File: src/rtl/rf_writeback_queue_if.sv
`default_nettype none
// +-----------------------------------------------------------------------+
// | rf_writeback_queue_if : ALU/load result handshakes and RF write port   |
// | Rev 1.0                                                               |
// +-----------------------------------------------------------------------+
interface rf_writeback_queue_if #(
  parameter int DATA_W = 32,
  parameter int ADDR_W = 5
);
  logic              alu_valid;
  logic              alu_ready;
  logic [ADDR_W-1:0] alu_d_addr;
  logic [DATA_W-1:0] alu_data;
  logic              mem_valid;
  logic              mem_ready;
  logic [ADDR_W-1:0] mem_d_addr;
  logic [DATA_W-1:0] mem_data;
  logic              rf_stall;
  logic              rf_rw;
  logic [ADDR_W-1:0] rf_d_addr;
  logic [DATA_W-1:0] rf_data;

  modport master (
    output alu_valid, alu_d_addr, alu_data,
    output mem_valid, mem_d_addr, mem_data,
    output rf_stall,
    input  alu_ready, mem_ready,
    input  rf_rw, rf_d_addr, rf_data
  );

  modport slave (
    input  alu_valid, alu_d_addr, alu_data,
    input  mem_valid, mem_d_addr, mem_data,
    input  rf_stall,
    output alu_ready, mem_ready,
    output rf_rw, rf_d_addr, rf_data
  );
endinterface
`default_nettype wire

File: src/rtl/rf_writeback_queue.sv
`default_nettype none
// +-----------------------------------------------------------------------+
// | rf_writeback_queue : FIFO of ALU/load results issuing one RF write per |
// | cycle, with RAW scoreboard. Optional forwarding search: WB_FWD_EN.     |
// | Rev 1.0                                                               |
// +-----------------------------------------------------------------------+
module rf_writeback_queue #(
  parameter int DEPTH  = 4,
  parameter int DATA_W = 32,
  parameter int ADDR_W = 5
) (
  input  wire logic                   clk,
  input  wire logic                   rst,
  rf_writeback_queue_if.slave         wb,
  output logic [(1<<ADDR_W)-1:0]      busy_o,
  output logic [$clog2(DEPTH):0]      count_o,
  input  wire logic [ADDR_W-1:0]      fwd_addr_i,
  output logic                        fwd_hit_o,
  output logic [DATA_W-1:0]           fwd_data_o
);
  localparam int PTR_W = $clog2(DEPTH);
  localparam int CNT_W = PTR_W + 1;
  localparam logic [CNT_W-1:0] C_DEPTH = CNT_W'(DEPTH);

  logic [ADDR_W-1:0] addr_q [DEPTH];
  logic [DATA_W-1:0] data_q [DEPTH];
  logic [DEPTH-1:0]  vld_q, vld_d;
  logic [PTR_W-1:0]  wr_ptr_q, wr_ptr_d;
  logic [PTR_W-1:0]  rd_ptr_q, rd_ptr_d;
  logic [CNT_W-1:0]  count_q, count_d;
  logic              rf_rw_q;
  logic [ADDR_W-1:0] rf_d_addr_q;
  logic [DATA_W-1:0] rf_data_q;

  logic              full_w;
  logic              push_w;
  logic              pop_w;
  logic [ADDR_W-1:0] in_addr_w;
  logic [DATA_W-1:0] in_data_w;

  // Ready ignores a same-cycle pop so it never depends on rf_stall.
  assign full_w       = (count_q == C_DEPTH);
  assign wb.mem_ready = !full_w;
  assign wb.alu_ready = !full_w && !wb.mem_valid;
  assign push_w       = !full_w && (wb.mem_valid || wb.alu_valid);
  assign pop_w        = (count_q != '0) && !wb.rf_stall;
  assign in_addr_w    = wb.mem_valid ? wb.mem_d_addr : wb.alu_d_addr;
  assign in_data_w    = wb.mem_valid ? wb.mem_data   : wb.alu_data;

  assign wr_ptr_d = wr_ptr_q + PTR_W'(push_w);
  assign rd_ptr_d = rd_ptr_q + PTR_W'(pop_w);
  assign count_d  = count_q + CNT_W'(push_w) - CNT_W'(pop_w);

  always_comb begin
    vld_d = vld_q;
    if (pop_w)  vld_d[rd_ptr_q] = 1'b0;
    if (push_w) vld_d[wr_ptr_q] = 1'b1;
  end

  always_ff @(posedge clk or posedge rst) begin
    if (rst) begin
      wr_ptr_q    <= '0;
      rd_ptr_q    <= '0;
      count_q     <= '0;
      vld_q       <= '0;
      rf_rw_q     <= 1'b0;
      rf_d_addr_q <= '0;
      rf_data_q   <= '0;
    end else begin
      wr_ptr_q <= wr_ptr_d;
      rd_ptr_q <= rd_ptr_d;
      count_q  <= count_d;
      vld_q    <= vld_d;
      rf_rw_q  <= pop_w;
      if (pop_w) begin
        rf_d_addr_q <= addr_q[rd_ptr_q];
        rf_data_q   <= data_q[rd_ptr_q];
      end
    end
  end

  // Payload storage needs no reset; occupancy is tracked by vld_q.
  always_ff @(posedge clk) begin
    if (push_w) begin
      addr_q[wr_ptr_q] <= in_addr_w;
      data_q[wr_ptr_q] <= in_data_w;
    end
  end

  assign wb.rf_rw     = rf_rw_q;
  assign wb.rf_d_addr = rf_d_addr_q;
  assign wb.rf_data   = rf_data_q;
  assign count_o      = count_q;

  always_comb begin
    busy_o = '0;
    for (int i = 0; i < DEPTH; i++) begin
      if (vld_q[i]) busy_o[addr_q[i]] = 1'b1;
    end
    if (rf_rw_q) busy_o[rf_d_addr_q] = 1'b1;
  end

`ifdef WB_FWD_EN
  logic [PTR_W-1:0] fwd_idx_w;

  // Walk oldest to youngest so the youngest match overwrites earlier ones.
  always_comb begin
    fwd_idx_w  = '0;
    fwd_hit_o  = rf_rw_q && (rf_d_addr_q == fwd_addr_i);
    fwd_data_o = fwd_hit_o ? rf_data_q : '0;
    for (int k = 0; k < DEPTH; k++) begin
      fwd_idx_w = rd_ptr_q + PTR_W'(k);
      if (vld_q[fwd_idx_w] && (addr_q[fwd_idx_w] == fwd_addr_i)) begin
        fwd_hit_o  = 1'b1;
        fwd_data_o = data_q[fwd_idx_w];
      end
    end
  end
`else
  logic unused_fwd_w;
  assign unused_fwd_w = ^fwd_addr_i;
  assign fwd_hit_o    = 1'b0;
  assign fwd_data_o   = '0;
`endif
endmodule
`default_nettype wire

File: src/flat_wrapper.sv
// flat-port wrapper written by rule: the top's interface ports become plain ports
module rf_writeback_queue_flat 
#(
  parameter int DEPTH  = 4,
  parameter int DATA_W = 32,
  parameter int ADDR_W = 5
)
  (clk, rst, busy_o, count_o, fwd_addr_i, fwd_hit_o, fwd_data_o, wb_alu_valid, wb_alu_d_addr, wb_alu_data, wb_mem_valid, wb_mem_d_addr, wb_mem_data, wb_rf_stall, wb_alu_ready, wb_mem_ready, wb_rf_rw, wb_rf_d_addr, wb_rf_data);
  rf_writeback_queue_if #(.DATA_W(DATA_W), .ADDR_W(ADDR_W)) wb_i ();
  input  wire logic clk;
  input  wire logic rst;
  output logic [(1<<ADDR_W)-1:0] busy_o;
  output logic [$clog2(DEPTH):0] count_o;
  input  wire logic [ADDR_W-1:0] fwd_addr_i;
  output logic fwd_hit_o;
  output logic [DATA_W-1:0] fwd_data_o;
  input wire logic [$bits(wb_i.alu_valid)-1:0] wb_alu_valid;
  input wire logic [$bits(wb_i.alu_d_addr)-1:0] wb_alu_d_addr;
  input wire logic [$bits(wb_i.alu_data)-1:0] wb_alu_data;
  input wire logic [$bits(wb_i.mem_valid)-1:0] wb_mem_valid;
  input wire logic [$bits(wb_i.mem_d_addr)-1:0] wb_mem_d_addr;
  input wire logic [$bits(wb_i.mem_data)-1:0] wb_mem_data;
  input wire logic [$bits(wb_i.rf_stall)-1:0] wb_rf_stall;
  output wire logic [$bits(wb_i.alu_ready)-1:0] wb_alu_ready;
  output wire logic [$bits(wb_i.mem_ready)-1:0] wb_mem_ready;
  output wire logic [$bits(wb_i.rf_rw)-1:0] wb_rf_rw;
  output wire logic [$bits(wb_i.rf_d_addr)-1:0] wb_rf_d_addr;
  output wire logic [$bits(wb_i.rf_data)-1:0] wb_rf_data;
  assign wb_i.alu_valid = wb_alu_valid;
  assign wb_i.alu_d_addr = wb_alu_d_addr;
  assign wb_i.alu_data = wb_alu_data;
  assign wb_i.mem_valid = wb_mem_valid;
  assign wb_i.mem_d_addr = wb_mem_d_addr;
  assign wb_i.mem_data = wb_mem_data;
  assign wb_i.rf_stall = wb_rf_stall;
  assign wb_alu_ready = wb_i.alu_ready;
  assign wb_mem_ready = wb_i.mem_ready;
  assign wb_rf_rw = wb_i.rf_rw;
  assign wb_rf_d_addr = wb_i.rf_d_addr;
  assign wb_rf_data = wb_i.rf_data;
  rf_writeback_queue #(.DEPTH(DEPTH), .DATA_W(DATA_W), .ADDR_W(ADDR_W)) u_core (.clk(clk), .rst(rst), .wb(wb_i), .busy_o(busy_o), .count_o(count_o), .fwd_addr_i(fwd_addr_i), .fwd_hit_o(fwd_hit_o), .fwd_data_o(fwd_data_o));
endmodule
File: config.mk
export PLATFORM = sky130hd
export DESIGN_NAME = rf_writeback_queue_flat
export DESIGN_NICKNAME = d
export VERILOG_FILES = /design/src/rtl/rf_writeback_queue_if.sv /design/src/rtl/rf_writeback_queue.sv /design/src/flat_wrapper.sv
export SDC_FILE = /design/constraint.sdc
export NUM_CORES = 1
export LEC_CHECK = 0
export ABC_AREA = 1
export CAP_MARGIN = 30
export CORE_MARGIN = 2
export CORE_UTILIZATION = 36
export CTS_CLUSTER_DIAMETER = 30
export DETAILED_ROUTE_END_ITERATION = 6
export GPL_ROUTABILITY_DRIVEN = 0
export PLACE_DENSITY = 0.56
export SETUP_SLACK_MARGIN = 0.02
export SLEW_MARGIN = 40
export SYNTH_ARGS = -nofsm -noshare
export SYNTH_HDL_FRONTEND = slang
export SYNTH_SLANG_ARGS = --single-unit
File: constraint.sdc
create_clock -name clk -period 4.7 [get_ports clk]
set_input_delay 0.94 -clock clk [delete_from_list [all_inputs] [get_ports clk]]
set_output_delay 0.94 -clock clk [all_outputs]
set_load 0.02 [all_outputs]
==> reports/results.tsv, run 1 <==
stage	metric	value	unit
logic_synthesis	Post-synth EDFFs	148	
logic_synthesis	Yosys reg bits	197	
routing	vias per cell	4.988	
floorplanning	Core ar.	26950	um2
logic_synthesis	synthesized area per cell	8.823	um2
logic_synthesis	post-synthesis instance total	1120	
worst_setup_path	worst setup path category	flip-flop to output pin	
final_layout	Layout Cells excl Fill	1602	
worst_setup_path	Crit Path Max Fanout	8	
logic_synthesis	post-synthesis cell type count	24	
worst_setup_path	Worst path slowest cell	clkdlybuf4s50_1	
floorplanning	effective utilization at floorplan	36.67	%
status	status	finished, final reports clean	
worst_setup_path	CP bufs+invs	2	
routing	Vias	7991	
worst_setup_path	Crit path largest cell delay	0.63	ns
final_layout	final instance area	12080	um2
timing	actual slew at the worst max-slew pin	0.8159	ns
power	worst ir drop on vdd	0.2709	mV
floorplanning	Ports	192	
worst_setup_path	Worst setup EP type	output pin	
timing	unrepaired setup endpoints after global routing	false	
cts	Post-CTS Setup Inserts	0	
worst_setup_path	R2R depth	9	
final_layout	layout cells sized above 1	4.837	%
worst_setup_path	cell family with most CP delay	simple AND/OR/NAND/NOR gates	
routing	post-route ant nets	0	
timing	crit path time final	3.337	ns
global_route	first-pass GRT wire length	41.54	mm
timing	final worst path period share	71.00	%
worst_hold_path	hold path cells	2	
power	Switch Pwr	3.009	mW
power	Clock Power Share	20.6	%
worst_setup_path	CP cell instances	inv_1 -> nor3_2 -> nand2_1 -> nand3_1 -> clkdlybuf4s50_1	
routing	WL per Instance	16.43	um
power	power per cell area	607.6	nW/um2
timing	setup TNS	0	ns
floorplanning	Die Width	169.7	um
logic_synthesis	FFs w/ async S/R, synth	24.87	%
global_route	vias in the first global route	7577	
power	Pleak	4.861	nW
power	switch share	40.99	%
final_layout	diode count	0	
cts	CTS root buffer	clkbuf_16	
timing	skew final	0.01150	ns
timing	endpoints failing setup	0	
cts	clk_lat worst skew	0.43	ns
worst_setup_path	WP data required	3.76	ns
place	Cells after DPL	1570	
global_route	largest net degree at the start of global routing	70	
routing	1st-iter DRT viols	602	
logic_synthesis	Mapped Area	9882	um2
global_route	all-layer global routing usage	18.77	%
final_layout	Layout Nets	1337	
worst_setup_path	FF-to-FF setup slack	2.83	ns
floorplanning	DIE AREA	28790	um2
final_layout	Syn-to-layout area delta	22.27	%
cts	cts-stage hold buffer count	0	
logic_synthesis	commonest register cell after synthesis	edfxtp_1	
timing	Fmax achieved	0.2997	GHz
worst_hold_path	HP Start	u_core.wb.rf_data[8]$_DFFE_PP0P_	
place	Post-Place Cell Area	11440	um2
floorplanning	Chip Height	169.7	um
cts	worst-case clock buffer depth	2	
floorplanning	Row Count	60	
global_route	GR Overflow Total	0	
routing	total routed wirelength	26.32	mm
timing	Hold Vio Cnt, Final	0	
worst_hold_path	hold worst-path end	u_core.wb.rf_data[8]$_DFFE_PP0P_	
timing	Final Max Slew Viols	0	
logic_synthesis	sequential share of the synthesized area	57.38	%
cts	CTS tree	done	
cts	CTS Buf Count	17	
routing	DRC viols	0	
power	Cell Int Power	4.332	mW
logic_synthesis	synth warn	0	
power	register share of total power	38.6	%
timing	Slew HR	45.61	%
routing	TritonRoute pass-1 iters	6	
power	Gate power share	40.8	%
place	IO Port Bufs	153	
cts	Gates resized, CTS repair	0	
worst_setup_path	reg-to-reg endpoint	u_core.count_o[2]$_DFF_PP0_	
place	HPWL after DPL	17.10	mm
final_layout	Filler cells	2623	
worst_setup_path	CP Data Arrival Time	2.40	ns
cts	clock slew at reported path FFs	0.07	ns
flow_run	MaxCap Viol Count	0	
cts	H-tree depth	4	
cts	TritonCTS sink count	197	
worst_setup_path	RR Startpoint	u_core.count_o[1]$_DFF_PP0_	
global_route	initial antenna violation count	0	
worst_hold_path	HP Class	flip-flop to flip-flop	
worst_setup_path	Startpoint Class	flip-flop	
-- flip-flops by register name (all words and copies together) (netlist names) --
signal / count
u_core.wb.rf_d_addr: 5
u_core.wb.rf_rw: 1
u_core.vld_q: 4
u_core.wr_ptr_q: 2
u_core.count_o: 3
u_core.addr_q: 20
u_core.rd_ptr_q: 2
u_core.wb.rf_data: 32
u_core.data_q: 128
-- cell families (layout without fill, tap and decap cells) --
kind of cell               Yosys count  after routing  share of synthesized area [%]
AOI/OAI and AO/OA                    8              8                         0.4559
xor gates and xnor gates             4              4                         0.3546
adders and majority gates            5              5                         0.7091
buffers and inverters              132            241                          7.723
DFF                                197            197                          57.38
other                                1             33                        0.03795
and+or+nand+nor                    773            773                          33.34
-- through the flow --
stage                     setup WS, ns  util [%]  power, mW  hold slack [ns]
after floorplan                  1.988         -      4.801           0.4883
after global placement           1.415     42.41      5.864           0.4652
after detailed placement         1.497     42.45      5.894           0.4638
after CTS                        1.369     44.82      7.413           0.4826
after global routing             1.172     44.83      7.849           0.5077
final                            1.363     44.83      7.342           0.4804
-- cell type report --
cell class | count | area [um2] | share of cell area [%]
Clock buffer | 17 | 425.4 | 3.521
Inverter | 49 | 193.9 | 1.605
Timing Repair Buffer | 160 | 1582 | 13.09
Sequential cell | 197 | 5673 | 46.95
Multi-Input combinational cell | 823 | 3568 | 29.53
Tap cell | 341 | 426.7 | 3.531
Clock inverter | 15 | 214.0 | 1.771
-- placed cells by master, fill, tap and decap left out, types with 2 or more instances in the layout --
cell / instances
nand2_2: 3
nand4_1: 33
nor2_1: 224
inv_8: 3
inv_4: 4
clkinv_4: 2
dfrtp_1: 47
clkinv_8: 5
dfrtp_2: 2
nand3_1: 212
conb_1: 33
bufinv_16: 2
clkbuf_16: 17
edfxtp_1: 148
ha_1: 4
xor2_1: 3
nor3_2: 4
o21ai_0: 6
buf_4: 8
inv_2: 8
inv_1: 37
nand2_1: 291
clkdlybuf4s50_1: 152
inv_6: 2
nor3_1: 5
-- worst register-to-register path, stage by stage, from the launching register on --
cell	delay (ns)
dfrtp_1	0.42
inv_2	0.11
nand3_2	0.08
nand2_2	0.07
inv_2	0.04
ha_1	0.26
inv_1	0.04
ha_1	0.18
fa_1	0.38
xor2_1	0.17
-- cells in the mapped netlist, types with 5 or more instances --
cell type,number,area (um2)
nand2_1,291,1092
nor2_1,224,840.8
nand3_1,212,1061
edfxtp_1,148,4444
dfrtp_1,49,1226
inv_1,42,157.7
buf_4,35,262.8
nand4_1,33,206.5
buf_2,31,155.2
buf_6,13,146.4
inv_2,7,26.28
o21ai_0,6,30.03
nor3_1,5,25.02
-- per-layer routing --
| metal | routed length, um | GRT usage, % | vias up |
|---|---|---|---|
| met4 | 533 | 6.206 | 0 |
| met3 | 1327 | 3.358 | 30 |
| met2 | 12410 | 30.97 | 262 |
| met1 | 12050 | 25.09 | 3768 |
| li1 | - | - | 3931 |
| met5 | 0 | 0 | - |
-- how the worst max path moves through the flow --
| stage | from | endpoint | depth (start not counted) |
|---|---|---|---|
| after floorplan | wb_mem_valid | wb_alu_ready | 4 |
| after detailed placement | wb_mem_valid | wb_alu_ready | 3 |
| final | u_core.addr_q[3][0]$_DFFE_PP_ | busy_o[25] | 5 |
| after global routing | u_core.addr_q[3][1]$_DFFE_PP_ | busy_o[26] | 5 |
| after CTS | u_core.addr_q[3][1]$_DFFE_PP_ | busy_o[26] | 5 |
| after global placement | wb_mem_valid | u_core.data_q[0][10]$_DFFE_PP_ | 5 |
-- power groups by stage --
stage,clock [mW],combinational (mW),sequential (mW)
after floorplan,0,1.81,2.99
after global placement,0,3.00,2.86
after detailed placement,0,3.03,2.86
after CTS,1.54,3.03,2.83
after global routing,1.62,3.32,2.90
final,1.51,2.99,2.83
Note: power is estimated with default switching activity, not from simulation.
==> run 2: changes to the inputs <==
--- a/config.mk
+++ b/config.mk
@@ -12,7 +12,7 @@
 export CTS_CLUSTER_DIAMETER = 30
 export DETAILED_ROUTE_END_ITERATION = 6
 export GPL_ROUTABILITY_DRIVEN = 0
-export PLACE_DENSITY = 0.56
+export PLACE_DENSITY = 0.58
 export SETUP_SLACK_MARGIN = 0.02
 export SLEW_MARGIN = 40
 export SYNTH_ARGS = -nofsm -noshare
==> constraint.sdc (replaced) <==
create_clock -name clk -period 3 [get_ports clk]
set_input_delay 0.6 -clock clk [delete_from_list [all_inputs] [get_ports clk]]
set_output_delay 0.6 -clock clk [all_outputs]
set_load 0.02 [all_outputs]
==> reports/results.tsv, run 2 (synthesis results as in run 1) <==
stage	metric	value	unit
cts	H-tree depth	4	
power	Gate power share	41.7	%
final_layout	Seq. cell area	5673	um2
worst_setup_path	reg-to-reg endpoint	u_core.count_o[2]$_DFF_PP0_	
worst_setup_path	WP data required	2.40	ns
floorplanning	Row Count	60	
floorplanning	Chip Height	169.7	um
place	worst slack, placed	0.4892	ns
timing	Fin Hold WS	0.4808	ns
power	Switch Pwr	4.681	mW
cts	clk_lat worst skew	0.43	ns
routing	WL per Instance	16.27	um
timing	final worst path period share	99.32	%
floorplanning	Core ar.	26950	um2
worst_setup_path	worst setup path category	flip-flop to output pin	
power	Clock Power Share	19.8	%
timing	crit path time final	2.980	ns
final_layout	Layout Cells excl Fill	1615	
final_layout	most common cell after layout, fill and taps aside	nand2_1	
final_layout	most frequent cells in the layout	nand2_1 (291), nor2_1 (224), nand3_1 (208)	
worst_setup_path	CP Data Arrival Time	2.38	ns
timing	skew final	0.01794	ns
timing	unrepaired setup endpoints after global routing	true	
timing	endpoints failing setup	0	
final_layout	multi-input logic area	3610	um2
worst_setup_path	crit path capture	busy_o[0]	
power	Cell Int Power	6.900	mW
floorplanning	DIE AREA	28790	um2
routing	Vias	8098	
status	status	finished, final reports clean	
final_layout	diode count	0	
worst_setup_path	Worst setup EP type	output pin	
timing	Slew HR	49.03	%
final_layout	layout cells sized above 1	6.436	%
place	IO Port Bufs	153	
final_layout	Largest register FFs	128	
global_route	initial antenna violation count	0	
floorplanning	effective utilization at floorplan	36.67	%
global_route	GR Overflow Total	0	
cts	CTS tree	done	
cts	TritonCTS sink count	197	
global_route	all-layer global routing usage	18.45	%
cts	worst-case clock buffer depth	2	
worst_setup_path	R2R depth	9	
routing	TritonRoute pass-1 iters	5	
power	power per cell area	946.9	nW/um2
flow_run	MaxCap Viol Count	0	
power	Pleak	4.946	nW
timing	actual slew at the worst max-slew pin	0.7645	ns
timing	final worst slack	0.02037	ns
final_layout	Layout Nets	1350	
routing	1st-iter DRT viols	570	
global_route	largest net degree at the start of global routing	70	
floorplanning	Ports	192	
cts	cts-stage hold buffer count	0	
routing	post-route ant nets	0	
timing	Fmax achieved	0.3356	GHz
worst_setup_path	Startpoint Class	flip-flop	
final_layout	fin util	45.38	%
timing	Final Max Slew Viols	0	
power	switch share	40.42	%
final_layout	Syn-to-layout area delta	23.77	%
routing	DRC viols	0	
place	HPWL after DPL	17.96	mm
worst_hold_path	HP Class	flip-flop to flip-flop	
cts	CTS Buf Count	17	
final_layout	largest reg by FF count	u_core.data_q	
global_route	vias in the first global route	7464	
timing	setup TNS	0	ns
final_layout	Filler cells	2577	
routing	total routed wirelength	26.28	mm
worst_setup_path	Crit Path Max Fanout	5	
worst_setup_path	Critical path origin	u_core.addr_q[3][3]$_DFFE_PP_	
place	Cells after DPL	1581	
cts	CTS root buffer	clkbuf_16	
cts	clock slew at reported path FFs	0.07	ns
routing	vias per cell	5.014	
worst_setup_path	FF-to-FF setup slack	1.14	ns
global_route	first-pass GRT wire length	40.69	mm
timing	Hold Vio Cnt, Final	0	
power	worst ir drop on vdd	0.6741	mV
floorplanning	Die Width	169.7	um
worst_setup_path	RR Startpoint	u_core.count_o[1]$_DFF_PP0_	
power	register share of total power	38.5	%
run 2: changes by cell type in the layout (fill, tap and decap cells not counted), sizes merged:
cell,previous run,this run
buf,8,21
clkinv,8,2
clkinvlp,0,3
clkbuf,17,19
clkdlybuf4s50,152,151
dlymetal6s2s,0,1
inv,54,55
run 2: timing repair:
action / 4_1_cts / 5_1_grt
resized for setup: 1 / 9
setup endpoints to repair: 1 / 28
buffers inserted: 0 / 2
run 2: cell type report:
class / instances / share of cell area (%)
Clock buffer: 19 / 3.621
Clock inverter: 13 / 1.350
Inverter: 49 / 1.504
Multi-Input combinational cell: 823 / 29.51
Sequential cell: 197 / 46.38
Tap cell: 341 / 3.488
Timing Repair Buffer: 173 / 14.14
run 2: how the worst min path moves through the flow:
stage                                            startpoint                           endpoint  slack (ns)  cells past startpoint
after CTS                  u_core.wb.rf_data[6]$_DFFE_PP0P_   u_core.wb.rf_data[6]$_DFFE_PP0P_        0.49                      2
after global routing       u_core.wb.rf_data[6]$_DFFE_PP0P_   u_core.wb.rf_data[6]$_DFFE_PP0P_        0.49                      2
after floorplan                u_core.rd_ptr_q[0]$_DFF_PP0_       u_core.rd_ptr_q[0]$_DFF_PP0_        0.49                      1
after detailed placement  u_core.wb.rf_data[14]$_DFFE_PP0P_  u_core.wb.rf_data[14]$_DFFE_PP0P_        0.47                      2
final                     u_core.wb.rf_data[29]$_DFFE_PP0P_  u_core.wb.rf_data[29]$_DFFE_PP0P_        0.48                      2
after global placement    u_core.wb.rf_data[18]$_DFFE_PP0P_  u_core.wb.rf_data[18]$_DFFE_PP0P_        0.46                      2
run 2: power groups by stage:
stage	registers (mW)	clock network, mW	logic [mW]
CTS	4.45	2.34	4.86
floorplan	4.68	0	2.84
global route	4.56	2.45	5.33
detailed placement	4.50	0	4.85
finish	4.46	2.30	4.83
global placement	4.49	0	4.80
run 2: metal layers:
metal	track usage, %	up-vias	share of wire [%]
met5	0	-	0
met4	6.466	0	2.3
met3	3.498	29	5.6
met2	31.09	294	48
met1	23.83	3816	44
li1	-	3959	-
run 2: per-stage QoR:
step | area, um2 | total power [mW]
2_1_floorplan | 10000 | 7.521
3_3_place_gp | 11560 | 9.284
3_5_place_dp | 11560 | 9.350
6_report | 12230 | 11.58
5_1_grt | 12230 | 12.33
4_1_cts | 12180 | 11.66
run 2: worst max-delay path: stages, from the launching register on:
cell and delay (ns):
edfxtp_1 0.47, nor3_1 0.64, nand2_1 0.11, nand3_1 0.12
clkdlybuf4s50_1 0.61
